`src/rtl/pipeline_hazard_ctrl_if.sv`:
```
// Hazard-control bundle between the pipeline datapath and the stall/flush
// sequencer. The master side is the pipeline: it reports hazard sources and
// consumes the stall/flush enables. The slave side is pipeline_hazard_ctrl.
interface pipeline_hazard_ctrl_if;
  logic       idex_mem_read;
  logic [4:0] idex_rt;
  logic [4:0] ifid_rs;
  logic [4:0] ifid_rt;
  logic       exmem_pc_src;
  logic       dmem_req;
  logic       dmem_ready;
  logic       imem_ready;

  logic       stall_pc;
  logic       stall_ifid;
  logic       stall_idex;
  logic       stall_exmem;
  logic       flush_ifid;
  logic       flush_idex;
  logic       flush_exmem;
  logic       flush_memwb;
  logic [1:0] ctrl_state;
  logic       mem_timeout;

  modport master (
    output idex_mem_read, idex_rt, ifid_rs, ifid_rt,
           exmem_pc_src, dmem_req, dmem_ready, imem_ready,
    input  stall_pc, stall_ifid, stall_idex, stall_exmem,
           flush_ifid, flush_idex, flush_exmem, flush_memwb,
           ctrl_state, mem_timeout
  );

  modport slave (
    input  idex_mem_read, idex_rt, ifid_rs, ifid_rt,
           exmem_pc_src, dmem_req, dmem_ready, imem_ready,
    output stall_pc, stall_ifid, stall_idex, stall_exmem,
           flush_ifid, flush_idex, flush_exmem, flush_memwb,
           ctrl_state, mem_timeout
  );
endinterface

```
`src/rtl/pipeline_hazard_ctrl.sv`:
```
// Stall/flush sequencer for the 5-stage pipeline. Merges data-memory wait,
// taken branch, fetch wait and load-use hazards into per-register hold and
// bubble enables, and watches data-memory waits with a saturating watchdog.
// Optional performance counters are built when HAZARD_PERF_EN is defined.
module pipeline_hazard_ctrl #(
  parameter int MEM_TIMEOUT = 64,
  parameter int CNT_W       = 8
) (
  input logic clock,
  input logic reset,
  pipeline_hazard_ctrl_if.slave hz
`ifdef HAZARD_PERF_EN
  ,
  output logic [31:0] perf_stall_cycles,
  output logic [31:0] perf_flush_events
`endif
);

  typedef enum logic [1:0] {
    ST_RUN   = 2'd0,
    ST_DWAIT = 2'd1,
    ST_ERR   = 2'd2
  } state_e;

  localparam logic [CNT_W-1:0] TIMEOUT_CNT = CNT_W'(MEM_TIMEOUT);
  localparam logic [CNT_W-1:0] CNT_ONE     = CNT_W'(1);

  state_e           state_q, state_d;
  logic [CNT_W-1:0] cnt_q, cnt_d;
  logic             timeout_q, timeout_d;

  logic dstall;
  logic lu;
  logic istall;
  logic branch_taken;

  assign dstall = hz.dmem_req & ~hz.dmem_ready;
  assign lu     = hz.idex_mem_read & (hz.idex_rt != 5'd0) &
                  ((hz.idex_rt == hz.ifid_rs) | (hz.idex_rt == hz.ifid_rt));
  assign istall = ~hz.imem_ready;

  assign hz.ctrl_state  = state_q;
  assign hz.mem_timeout = timeout_q;

  // Resolve hazards in strict priority: reset bubbles, data wait, branch, fetch wait, load-use.
  always_comb begin
    hz.stall_pc    = 1'b0;
    hz.stall_ifid  = 1'b0;
    hz.stall_idex  = 1'b0;
    hz.stall_exmem = 1'b0;
    hz.flush_ifid  = 1'b0;
    hz.flush_idex  = 1'b0;
    hz.flush_exmem = 1'b0;
    hz.flush_memwb = 1'b0;
    branch_taken   = 1'b0;
    if (reset) begin
      hz.flush_ifid  = 1'b1;
      hz.flush_idex  = 1'b1;
      hz.flush_exmem = 1'b1;
      hz.flush_memwb = 1'b1;
    end else if (dstall) begin
      hz.stall_pc    = 1'b1;
      hz.stall_ifid  = 1'b1;
      hz.stall_idex  = 1'b1;
      hz.stall_exmem = 1'b1;
      hz.flush_memwb = 1'b1;
    end else if (hz.exmem_pc_src) begin
      hz.flush_ifid  = 1'b1;
      hz.flush_idex  = 1'b1;
      hz.flush_exmem = 1'b1;
      branch_taken   = 1'b1;
    end else if (istall) begin
      hz.stall_pc    = 1'b1;
      hz.flush_ifid  = 1'b1;
    end else if (lu) begin
      hz.stall_pc    = 1'b1;
      hz.stall_ifid  = 1'b1;
      hz.flush_idex  = 1'b1;
    end
  end

  // Data-wait tracker: counts wait cycles, escalates to ERR at the watchdog limit.
  always_comb begin
    state_d   = state_q;
    cnt_d     = cnt_q;
    timeout_d = timeout_q;
    case (state_q)
      ST_RUN: begin
        if (dstall) begin
          state_d = ST_DWAIT;
          cnt_d   = CNT_ONE;
        end
      end
      ST_DWAIT: begin
        if (!dstall) begin
          state_d = ST_RUN;
          cnt_d   = '0;
        end else if (cnt_q >= TIMEOUT_CNT) begin
          state_d   = ST_ERR;
          timeout_d = 1'b1;
        end else begin
          cnt_d = cnt_q + CNT_ONE;
        end
      end
      ST_ERR: begin
        if (!dstall) begin
          state_d = ST_RUN;
          cnt_d   = '0;
        end
      end
      default: begin
        state_d = ST_RUN;
        cnt_d   = '0;
      end
    endcase
  end

  // State, watchdog counter and sticky timeout flag registers.
  always_ff @(posedge clock or posedge reset) begin
    if (reset) begin
      state_q   <= ST_RUN;
      cnt_q     <= '0;
      timeout_q <= 1'b0;
    end else begin
      state_q   <= state_d;
      cnt_q     <= cnt_d;
      timeout_q <= timeout_d;
    end
  end

`ifdef HAZARD_PERF_EN
  logic [31:0] perf_stall_cycles_q, perf_stall_cycles_d;
  logic [31:0] perf_flush_events_q, perf_flush_events_d;

  // Count PC-hold cycles and accepted branch redirects, wrapping naturally.
  always_comb begin
    perf_stall_cycles_d = perf_stall_cycles_q;
    perf_flush_events_d = perf_flush_events_q;
    if (hz.stall_pc) perf_stall_cycles_d = perf_stall_cycles_q + 32'd1;
    if (branch_taken) perf_flush_events_d = perf_flush_events_q + 32'd1;
  end

  // Performance counter registers.
  always_ff @(posedge clock or posedge reset) begin
    if (reset) begin
      perf_stall_cycles_q <= '0;
      perf_flush_events_q <= '0;
    end else begin
      perf_stall_cycles_q <= perf_stall_cycles_d;
      perf_flush_events_q <= perf_flush_events_d;
    end
  end

  assign perf_stall_cycles = perf_stall_cycles_q;
  assign perf_flush_events = perf_flush_events_q;
`endif

endmodule

```
`src/flat_wrapper.sv`:
```
// flat-port wrapper written by rule: the top's interface ports become plain ports
module pipeline_hazard_ctrl_flat 
#(
  parameter int MEM_TIMEOUT = 64,
  parameter int CNT_W       = 8
)
  (clock, reset, hz_idex_mem_read, hz_idex_rt, hz_ifid_rs, hz_ifid_rt, hz_exmem_pc_src, hz_dmem_req, hz_dmem_ready, hz_imem_ready, hz_stall_pc, hz_stall_ifid, hz_stall_idex, hz_stall_exmem, hz_flush_ifid, hz_flush_idex, hz_flush_exmem, hz_flush_memwb, hz_ctrl_state, hz_mem_timeout);
  pipeline_hazard_ctrl_if hz_i ();
  input logic clock;
  input logic reset;
  input wire logic [$bits(hz_i.idex_mem_read)-1:0] hz_idex_mem_read;
  input wire logic [$bits(hz_i.idex_rt)-1:0] hz_idex_rt;
  input wire logic [$bits(hz_i.ifid_rs)-1:0] hz_ifid_rs;
  input wire logic [$bits(hz_i.ifid_rt)-1:0] hz_ifid_rt;
  input wire logic [$bits(hz_i.exmem_pc_src)-1:0] hz_exmem_pc_src;
  input wire logic [$bits(hz_i.dmem_req)-1:0] hz_dmem_req;
  input wire logic [$bits(hz_i.dmem_ready)-1:0] hz_dmem_ready;
  input wire logic [$bits(hz_i.imem_ready)-1:0] hz_imem_ready;
  output wire logic [$bits(hz_i.stall_pc)-1:0] hz_stall_pc;
  output wire logic [$bits(hz_i.stall_ifid)-1:0] hz_stall_ifid;
  output wire logic [$bits(hz_i.stall_idex)-1:0] hz_stall_idex;
  output wire logic [$bits(hz_i.stall_exmem)-1:0] hz_stall_exmem;
  output wire logic [$bits(hz_i.flush_ifid)-1:0] hz_flush_ifid;
  output wire logic [$bits(hz_i.flush_idex)-1:0] hz_flush_idex;
  output wire logic [$bits(hz_i.flush_exmem)-1:0] hz_flush_exmem;
  output wire logic [$bits(hz_i.flush_memwb)-1:0] hz_flush_memwb;
  output wire logic [$bits(hz_i.ctrl_state)-1:0] hz_ctrl_state;
  output wire logic [$bits(hz_i.mem_timeout)-1:0] hz_mem_timeout;
  assign hz_i.idex_mem_read = hz_idex_mem_read;
  assign hz_i.idex_rt = hz_idex_rt;
  assign hz_i.ifid_rs = hz_ifid_rs;
  assign hz_i.ifid_rt = hz_ifid_rt;
  assign hz_i.exmem_pc_src = hz_exmem_pc_src;
  assign hz_i.dmem_req = hz_dmem_req;
  assign hz_i.dmem_ready = hz_dmem_ready;
  assign hz_i.imem_ready = hz_imem_ready;
  assign hz_stall_pc = hz_i.stall_pc;
  assign hz_stall_ifid = hz_i.stall_ifid;
  assign hz_stall_idex = hz_i.stall_idex;
  assign hz_stall_exmem = hz_i.stall_exmem;
  assign hz_flush_ifid = hz_i.flush_ifid;
  assign hz_flush_idex = hz_i.flush_idex;
  assign hz_flush_exmem = hz_i.flush_exmem;
  assign hz_flush_memwb = hz_i.flush_memwb;
  assign hz_ctrl_state = hz_i.ctrl_state;
  assign hz_mem_timeout = hz_i.mem_timeout;
  pipeline_hazard_ctrl #(.MEM_TIMEOUT(MEM_TIMEOUT), .CNT_W(CNT_W)) u_core (.clock(clock), .reset(reset), .hz(hz_i));
endmodule
```
`config.mk`:
```
export PLATFORM = sky130hd
export DESIGN_NAME = pipeline_hazard_ctrl_flat
export DESIGN_NICKNAME = d
export VERILOG_FILES = /design/src/rtl/pipeline_hazard_ctrl_if.sv /design/src/rtl/pipeline_hazard_ctrl.sv /design/src/flat_wrapper.sv
export SDC_FILE = /design/constraint.sdc
export NUM_CORES = 1
export LEC_CHECK = 0
export CAP_MARGIN = 20
export CORE_MARGIN = 8
export CORE_UTILIZATION = 38
export CTS_CLUSTER_SIZE = 30
export DETAILED_ROUTE_END_ITERATION = 12
export PLACE_DENSITY = 0.77
export REMOVE_ABC_BUFFERS = 1
export SLEW_MARGIN = 5
export SYNTH_ARGS = -nofsm -noshare
export SYNTH_HDL_FRONTEND = slang
export SYNTH_SLANG_ARGS = --single-unit
```
`constraint.sdc`:
```
create_clock -name clock -period 1.9 [get_ports clock]
set_clock_uncertainty 0.2 [all_clocks]
set_input_delay 0.475 -clock clock [delete_from_list [all_inputs] [get_ports clock]]
set_output_delay 0.475 -clock clock [all_outputs]
set_load 0.01 [all_outputs]
```
==> impl_metrics.ini, run 1 <==
[sta]
setup_viol = 4
period_needed_ps = 2260
setup_slack_ps = -361
rsz0062_at_grt = true
timing.hold.ws_ps = 166
setup_tns_ps = -1080
slew_headroom_pct = 82.0
worst_pin_slew_ps = 268
fin_crit_sh_pct = 119
clock.fmax_mhz = 442
finalMaxSlewViolations = 0
hold_viol = 0

[route]
antenna_left = 0
first_pass_iters = 4
routedWlPerCell_um = 13.9
route.vias.total = 862
drcViolationCount = 0
first_iter_violations = 29
wl_um = 2390
viasPerCell = 5.01

[critical_path]
start_kind = input pin
end_kind = output port
crit_type = in2out
crit_arrival_ps = 1590
cp.required_ps = 1220
cp_max_fo = 3

[power_and_ir_drop]
finalPower_mw = 0.610
irDropWorstVdd_mv = 0.378
p_leak_nw = 0.597
pwr_density_cell_nw_per_um2 = 461

[final_layout]
multi_input_area_um2 = 551
n_antenna_cell = 0
fin_nets = 168
layout_commonest_cell = buf_4
drive_gt1_share_pct = 34.7
fin_util_pct = 61.6
final_cell_mix = buf_4, xor2_1, dlygate4sd2_1, buf_2, dfrtp_1
fill_cells = 185
area_growth_syn_to_layout_pct = 59.3
regArea_um2 = 275

[grt]
grt_usage_pct = 12.1
grt_max_degree = 12
antenna_found_initial = 0
grt_first_pass_wirelength_um = 3940
first_global_vias = 877
overflow = 0

[clocking]
cts_tree = built
cts.sinks = 11
htree_levels = 1
worstSkewPairLatency_ps = 270
postCtsHoldBufs = 0
clock_tree.buffer_depth = 2
clk_pin_slew_ps = 70
cts_root_buffer = clkbuf_4
cts_made_buffers = 3

[yosys]
syn-cell-area_um2 = 831
synth_cell_types = 34
synth_edf_count = 0
synthCells = 91
synthFlopType = dfrtp_1
ys_ff_latch = 11
yosys_warnings = 0
async_flop_share_pct = 100
syn_avg_cell_area_um2 = 9.13
ys_seq_area_share_pct = 33.1

[die]
die_x_um = 62.8
fp-row-count = 17
start_util_pct = 38.7
die-height_um = 62.8
die_area_um2 = 3940
pin_count = 33
coreArea_um2 = 2150

[min_path]
hold_class = in2async

[flow_run]
max_cap_viol_count = 0

[status]
violations = negative setup slack
outcome = finished, violations left

[placed_design]
dp_hpwl_um = 1980
place.gp.congestion = 0.784
placement.io_buffers = 32
pre_cts_ws_ps = -1120
## routing by layer
metal	track usage, %	up-vias	wire [µm]
li1	-	430	-
met1	12.1	411	883
met2	22.5	15	1370
met3	3.05	6	63
met4	5.70	0	74
met5	0	-	0
## synthesized netlist by cell type (2+ instances only)
library cell | n | share of area [%]
xor2_1 | 11 | 12
nand2b_1 | 2 | 1.5
dfrtp_1 | 11 | 33
a21oi_1 | 3 | 1.8
nor2_1 | 9 | 4.1
nand2_1 | 10 | 4.5
a41oi_1 | 2 | 2.1
nand3_1 | 3 | 1.8
o21ai_0 | 7 | 4.2
nor3_1 | 2 | 1.2
inv_1 | 5 | 2.3
a31oi_1 | 4 | 3.0
## worst paths after layout
kind,start,end,slack [ps],cells past startpoint
max in group asynchronous,reset,u_core.hz.mem_timeout$_DFFE_PP0P_,1170,3
max reg2reg,u_core.hz.ctrl_state[1]$_DFFE_PP0P_,u_core.cnt_q[4]$_DFFE_PP0P_,260,5
min reg2reg,u_core.cnt_q[5]$_DFFE_PP0P_,u_core.cnt_q[5]$_DFFE_PP0P_,290,1
min,reset,u_core.hz.ctrl_state[1]$_DFFE_PP0P_,170,3
min in group clock,u_core.cnt_q[5]$_DFFE_PP0P_,u_core.cnt_q[5]$_DFFE_PP0P_,290,1
max,hz_idex_rt[3],hz_stall_ifid,-360,6
## what timing repair did
action                                  4_1_cts  5_1_grt
endpoints found under the setup margin       14        4
setup buffers                                 3        0
endpoints found under the hold margin         0        0
resized for setup                            86        2
pin swaps                                    16        7
cloned                                        0        0
## critical path: stages
cell     delay (ps)
buf_6            90
or4_1           510
o21a_1          210
nand3_1          70
o22ai_1          70
buf_2           150
## sequential cells by signal, summed over array words and instances (netlist names)
signal / count
u_core.hz.mem_timeout: 1
u_core.hz.ctrl_state: 2
u_core.cnt_q: 8
## power breakdown
group / switching, mW / internal (mW) / leakage, nW
Combinational: 0.0881 / 0.105 / 0.433
Sequential: 0.0148 / 0.245 / 0.149
Clock: 0.0760 / 0.0812 / 0.0150
Total: 0.179 / 0.431 / 0.597
## per-stage QoR
stage	instances	area, µm²
after detailed placement	165	1290
after global placement	165	1290
final	172	1320
after floorplan	89	812
after global routing	172	1320
after CTS	172	1320
## cell type report
cell class | count | area share, %
clock buffers | 4 | 1.98
inverters | 5 | 1.42
multi-input cells | 73 | 41.6
flip-flops and latches | 11 | 20.8
well taps | 28 | 2.65
repair buffers | 51 | 31.6
## cell families (layout without fill, tap and decap cells)
family | after synthesis | count (layout) | synth area share [%]
compound gates | 24 | 24 | 20.8
fa+ha+maj | 1 | 1 | 1.51
simple gates | 35 | 35 | 25.9
buf+inv | 7 | 60 | 4.52
mux | 2 | 2 | 2.56
xor+xnor | 11 | 11 | 11.6
flops | 11 | 11 | 33.1
No activity file was read; power rests on OpenSTA's default activity.
==> inputs of run 2 (changes only) <==
- PLACE_DENSITY: 0.77 -> default
- PLACE_DENSITY_LB_ADDON: default -> 0.25
==> run 2 against run 1 <==
Net effect: worst hold slack better by 130 ps; largest power group unchanged; die area unchanged; sequential power about the same; register-to-register slack better by 40 ps; utilization down 0.70 points; critical path type unchanged; the run still ends with negative setup slack left; flip-flop and latch count unchanged.
==> impl_metrics.ini, run 2 (synthesis gave the netlist of run 1 again) <==
[die]
die_x_um = 62.8
fp-row-count = 17
coreArea_um2 = 2150
start_util_pct = 38.7
pin_count = 33
die_area_um2 = 3940
die-height_um = 62.8

[final_layout]
fill_cells = 189
drive_gt1_share_pct = 34.0
fin_nets = 168
area_growth_syn_to_layout_pct = 57.5
multi_input_area_um2 = 548
layout_commonest_cell = buf_4
regArea_um2 = 275
largest_reg_flops = 8
final_cells = 172
fin_util_pct = 60.9
n_antenna_cell = 0
largest-register = u_core.cnt_q
final_cell_mix = buf_4, buf_2, dlygate4sd2_1

[route]
antenna_left = 0
first_iter_violations = 35
wl_um = 2290
drcViolationCount = 0
viasPerCell = 4.93
first_pass_iters = 6
route.vias.total = 848
routedWlPerCell_um = 13.3

[clocking]
cts_tree = built
cts_root_buffer = clkbuf_4
worstSkewPairLatency_ps = 270
postCtsHoldBufs = 0
htree_levels = 1
cts_made_buffers = 3
clk_pin_slew_ps = 70
cts.sinks = 11
clock_tree.buffer_depth = 2

[status]
outcome = finished, violations left
violations = negative setup slack

[min_path]
hold_class = reg2reg

[grt]
first_global_vias = 922
overflow = 0
grt_first_pass_wirelength_um = 4040
antenna_found_initial = 0
grt_max_degree = 12
grt_usage_pct = 12.2

[critical_path]
end_kind = output port
crit_arrival_ps = 1590
crit_type = in2out
start_kind = input pin
cp_max_fo = 3
cp.required_ps = 1220

[power_and_ir_drop]
p_sw_share_pct = 29.4
p_leak_nw = 0.614
pwr_density_cell_nw_per_um2 = 463
p_comb_share_pct = 30.6
cellInternalPower_mw = 0.428
power.clock.fraction_pct = 26.4
sequentialPowerShare_pct = 43.0
switchingPower_mw = 0.178
finalPower_mw = 0.606
irDropWorstVdd_mv = 0.208

[sta]
setup_viol = 3
clock.fmax_mhz = 442
rsz0062_at_grt = true
hold_viol = 0
timing.hold.ws_ps = 296
setup_slack_ps = -360
worst_pin_slew_ps = 247
period_needed_ps = 2260
setup_tns_ps = -1020
finalMaxSlewViolations = 0
fin_crit_sh_pct = 119
slew_headroom_pct = 83.5

[placed_design]
placedCellCount = 166
place.gp.congestion = 0.792
placement.io_buffers = 32
dp_hpwl_um = 1930

[flow_run]
max_cap_viol_count = 0
run 2: power groups by stage:
stage / Sequential (mW) / Combinational [mW] / Clock [mW]
after floorplan: 0.264 / 0.0752 / 0
after global placement: 0.264 / 0.191 / 0
after detailed placement: 0.265 / 0.195 / 0
after CTS: 0.261 / 0.185 / 0.165
after global routing: 0.263 / 0.204 / 0.174
final: 0.260 / 0.185 / 0.160
run 2: final cells by class:
| class | count | share of cell area [%] |
|---|---|---|
| repair buffers | 51 | 31.0 |
| multi-input cells | 73 | 41.9 |
| inverters | 5 | 1.43 |
| flip-flops and latches | 11 | 21.0 |
| clock buffers | 4 | 2.01 |
| well taps | 28 | 2.68 |
run 2: per-stage QoR:
| stage | worst slack [ps] | area, µm² |
|---|---|---|
| 2_1_floorplan | -135 | 812 |
| 3_3_place_gp | -1040 | 1290 |
| 3_5_place_dp | -1060 | 1290 |
| 4_1_cts | -378 | 1290 |
| 5_1_grt | -397 | 1310 |
| 6_report | -360 | 1310 |
run 2: path summary, 6_finish.rpt:
check,start,end,slack (ps),cells after the start
worst min register to register,u_core.hz.mem_timeout$_DFFE_PP0P_,u_core.hz.mem_timeout$_DFFE_PP0P_,300,1
worst min-delay path,u_core.hz.mem_timeout$_DFFE_PP0P_,u_core.hz.mem_timeout$_DFFE_PP0P_,300,1
worst max register to register,u_core.hz.ctrl_state[0]$_DFFE_PP0P_,u_core.cnt_q[4]$_DFFE_PP0P_,300,5
min in group asynchronous,reset,u_core.hz.ctrl_state[0]$_DFFE_PP0P_,330,4
max in group asynchronous,reset,u_core.cnt_q[1]$_DFFE_PP0P_,1030,4
worst max-delay path,hz_idex_rt[0],hz_stall_ifid,-360,6
run 2: per-layer routing:
metal	vias to the layer above	GRT usage [%]	wire, µm
li1	430	-	-
met1	398	14.3	916
met2	17	21.5	1280
met3	3	1.97	64
met4	0	5.13	24
met5	-	0	0
run 2: worst max-delay path, cell delays in order:
cell and delay, ps:
buf_6 90, or4_1 510, o21a_1 210, nand3_1 80
o22ai_1 70, buf_2 150
run 2: timing repair:
item | CTS | global route
setup endpoints to repair | 14 | 5
setup buffers | 2 | 0
pin swaps | 13 | 9
resized for setup | 80 | 6
==> inputs of run 3 (changes only) <==
- CORE_ASPECT_RATIO: default -> 1.5
- CTS_BUF_LIST: default -> sky130_fd_sc_hd__clkbuf_4 sky130_fd_sc_hd__clkbuf_8 sky130_fd_sc_hd__clkbuf_16
==> run 3 against run 2 <==
Net effect: critical endpoint unchanged; combinational power up 5%; die area rose by 0.79%; clock-buffer cell count unchanged; flip-flop and latch count unchanged; non-clock buffer count is 3 higher; worst hold slack lost 110 ps; the flow still finishes with violations (negative setup slack).
==> impl_metrics.ini, run 3 (synthesis gave the netlist of run 1 again) <==
[clocking]
postCtsHoldBufs = 0
cts.sinks = 11
clk_pin_slew_ps = 70
worstSkewPairLatency_ps = 270
htree_levels = 1
cts_root_buffer = clkbuf_4
clock_tree.buffer_depth = 2
cts_tree = built
cts_made_buffers = 3

[final_layout]
fill_cells = 186
largest-register = u_core.cnt_q
final_cells = 169
area_growth_syn_to_layout_pct = 61.4
fin_nets = 171
largest_reg_flops = 8
drive_gt1_share_pct = 36.7
layout_commonest_cell = buf_4
n_antenna_cell = 0
fin_area_um2 = 1340
final_cell_mix = buf_4, dlygate4sd2_1, xor2_1, dfrtp_1

[grt]
grt_usage_pct = 13.6
grt_max_degree = 12
overflow = 0
antenna_found_initial = 0
grt_first_pass_wirelength_um = 4220
first_global_vias = 948

[route]
routedWlPerCell_um = 13.8
antenna_left = 0
first_iter_violations = 27
drcViolationCount = 0
first_pass_iters = 4
route.vias.total = 886
viasPerCell = 5.24
wl_um = 2340

[power_and_ir_drop]
p_leak_nw = 0.608
irDropWorstVdd_mv = 0.337
pwr_density_cell_nw_per_um2 = 468
finalPower_mw = 0.628

[sta]
worst_pin_slew_ps = 240
rsz0062_at_grt = true
fin_crit_sh_pct = 120
setup_viol = 4
setup_slack_ps = -383
hold_viol = 0
slew_headroom_pct = 83.8
clock.fmax_mhz = 438
timing.hold.ws_ps = 186
finalMaxSlewViolations = 0
period_needed_ps = 2280

[status]
outcome = finished, violations left
violations = negative setup slack

[critical_path]
r2r_slack_ps = 320
cp.required_ps = 1220
cp_max_fo = 3
end_kind = output port
start_kind = input pin
crit_type = in2out
crit_arrival_ps = 1610

[placed_design]
pre_cts_ws_ps = -1100
place.gp.congestion = 0.811
place_area_um2 = 1290
placedCellCount = 160
placement.io_buffers = 32
dp_hpwl_um = 1990

[flow_run]
max_cap_viol_count = 0

[die]
die_x_um = 54.2
pin_count = 33
start_util_pct = 40.5
die-height_um = 73.3
fp-row-count = 20
die_area_um2 = 3970
coreArea_um2 = 2050

[min_path]
hold_class = in2async
==> run 3: cell count changes in the layout (fill, tap and decap cells not counted), moves of 2 or more <==
| cell | delta |
|---|---|
| buf_6 | +6 |
| dlymetal6s2s_1 | -3 |
| buf_2 | -2 |
| dlygate4sd2_1 | +2 |
| nor3_1 | +2 |
| nor3_2 | -2 |
==> run 3: worst paths after layout <==
path	startpoint	end	cells after the start
setup / recovery	hz_idex_rt[0]	hz_stall_ifid	6
hold / removal	reset	u_core.cnt_q[5]$_DFFE_PP0P_	4
setup reg to reg	u_core.cnt_q[7]$_DFFE_PP0P_	u_core.cnt_q[1]$_DFFE_PP0P_	5
hold reg to reg	u_core.cnt_q[5]$_DFFE_PP0P_	u_core.cnt_q[5]$_DFFE_PP0P_	1
max in group asynchronous	reset	u_core.cnt_q[4]$_DFFE_PP0P_	4
min in group clock	u_core.cnt_q[5]$_DFFE_PP0P_	u_core.cnt_q[5]$_DFFE_PP0P_	1
==> run 3: critical path, stage by stage <==
cell,delay (ps)
buf_6,90
or4_4,520
o21a_1,210
nand3_1,90
o22ai_1,60
buf_2,150
==> run 3: per-layer routing <==
| layer | global-route usage [%] | share of wire [%] |
|---|---|---|
| met1 | 14.8 | 37 |
| met2 | 23.3 | 56 |
| met3 | 4.04 | 5.6 |
| met4 | 4.95 | 1.2 |
| met5 | 0 | 0 |
==> run 3: through the flow <==
step	util (%)	TNS, ps
final	65.4	-1060
after global routing	65.4	-1220
after CTS	64.3	-1190
after detailed placement	62.7	-9780
after global placement	62.7	-9620
after floorplan	-	-391
==> run 3: final cells by class <==
| cell class | instances | area, µm² | area share [%] |
|---|---|---|---|
| Clock buffer | 4 | 30.0 | 2.24 |
| Tap cell | 22 | 27.5 | 2.05 |
| Sequential cell | 11 | 275 | 20.5 |
| Inverter | 5 | 18.8 | 1.40 |
| Timing Repair Buffer | 54 | 440 | 32.8 |
| Multi-Input combinational cell | 73 | 549 | 41.0 |
==> run 3: power by group <==
| part | internal [mW] | switching [mW] | total (mW) |
|---|---|---|---|
| clock network | 0.0955 | 0.0778 | 0.173 |
| registers | 0.245 | 0.0145 | 0.260 |
| logic | 0.109 | 0.0857 | 0.195 |
==> run 3: repair_timing <==
action                     in CTS  in global routing
pin swaps                      15                  8
resized for setup              86                  8
cloned                          0                  0
setup buffers                   3                  2
hold endpoints to repair        0                  0
setup endpoints to repair      16                  6
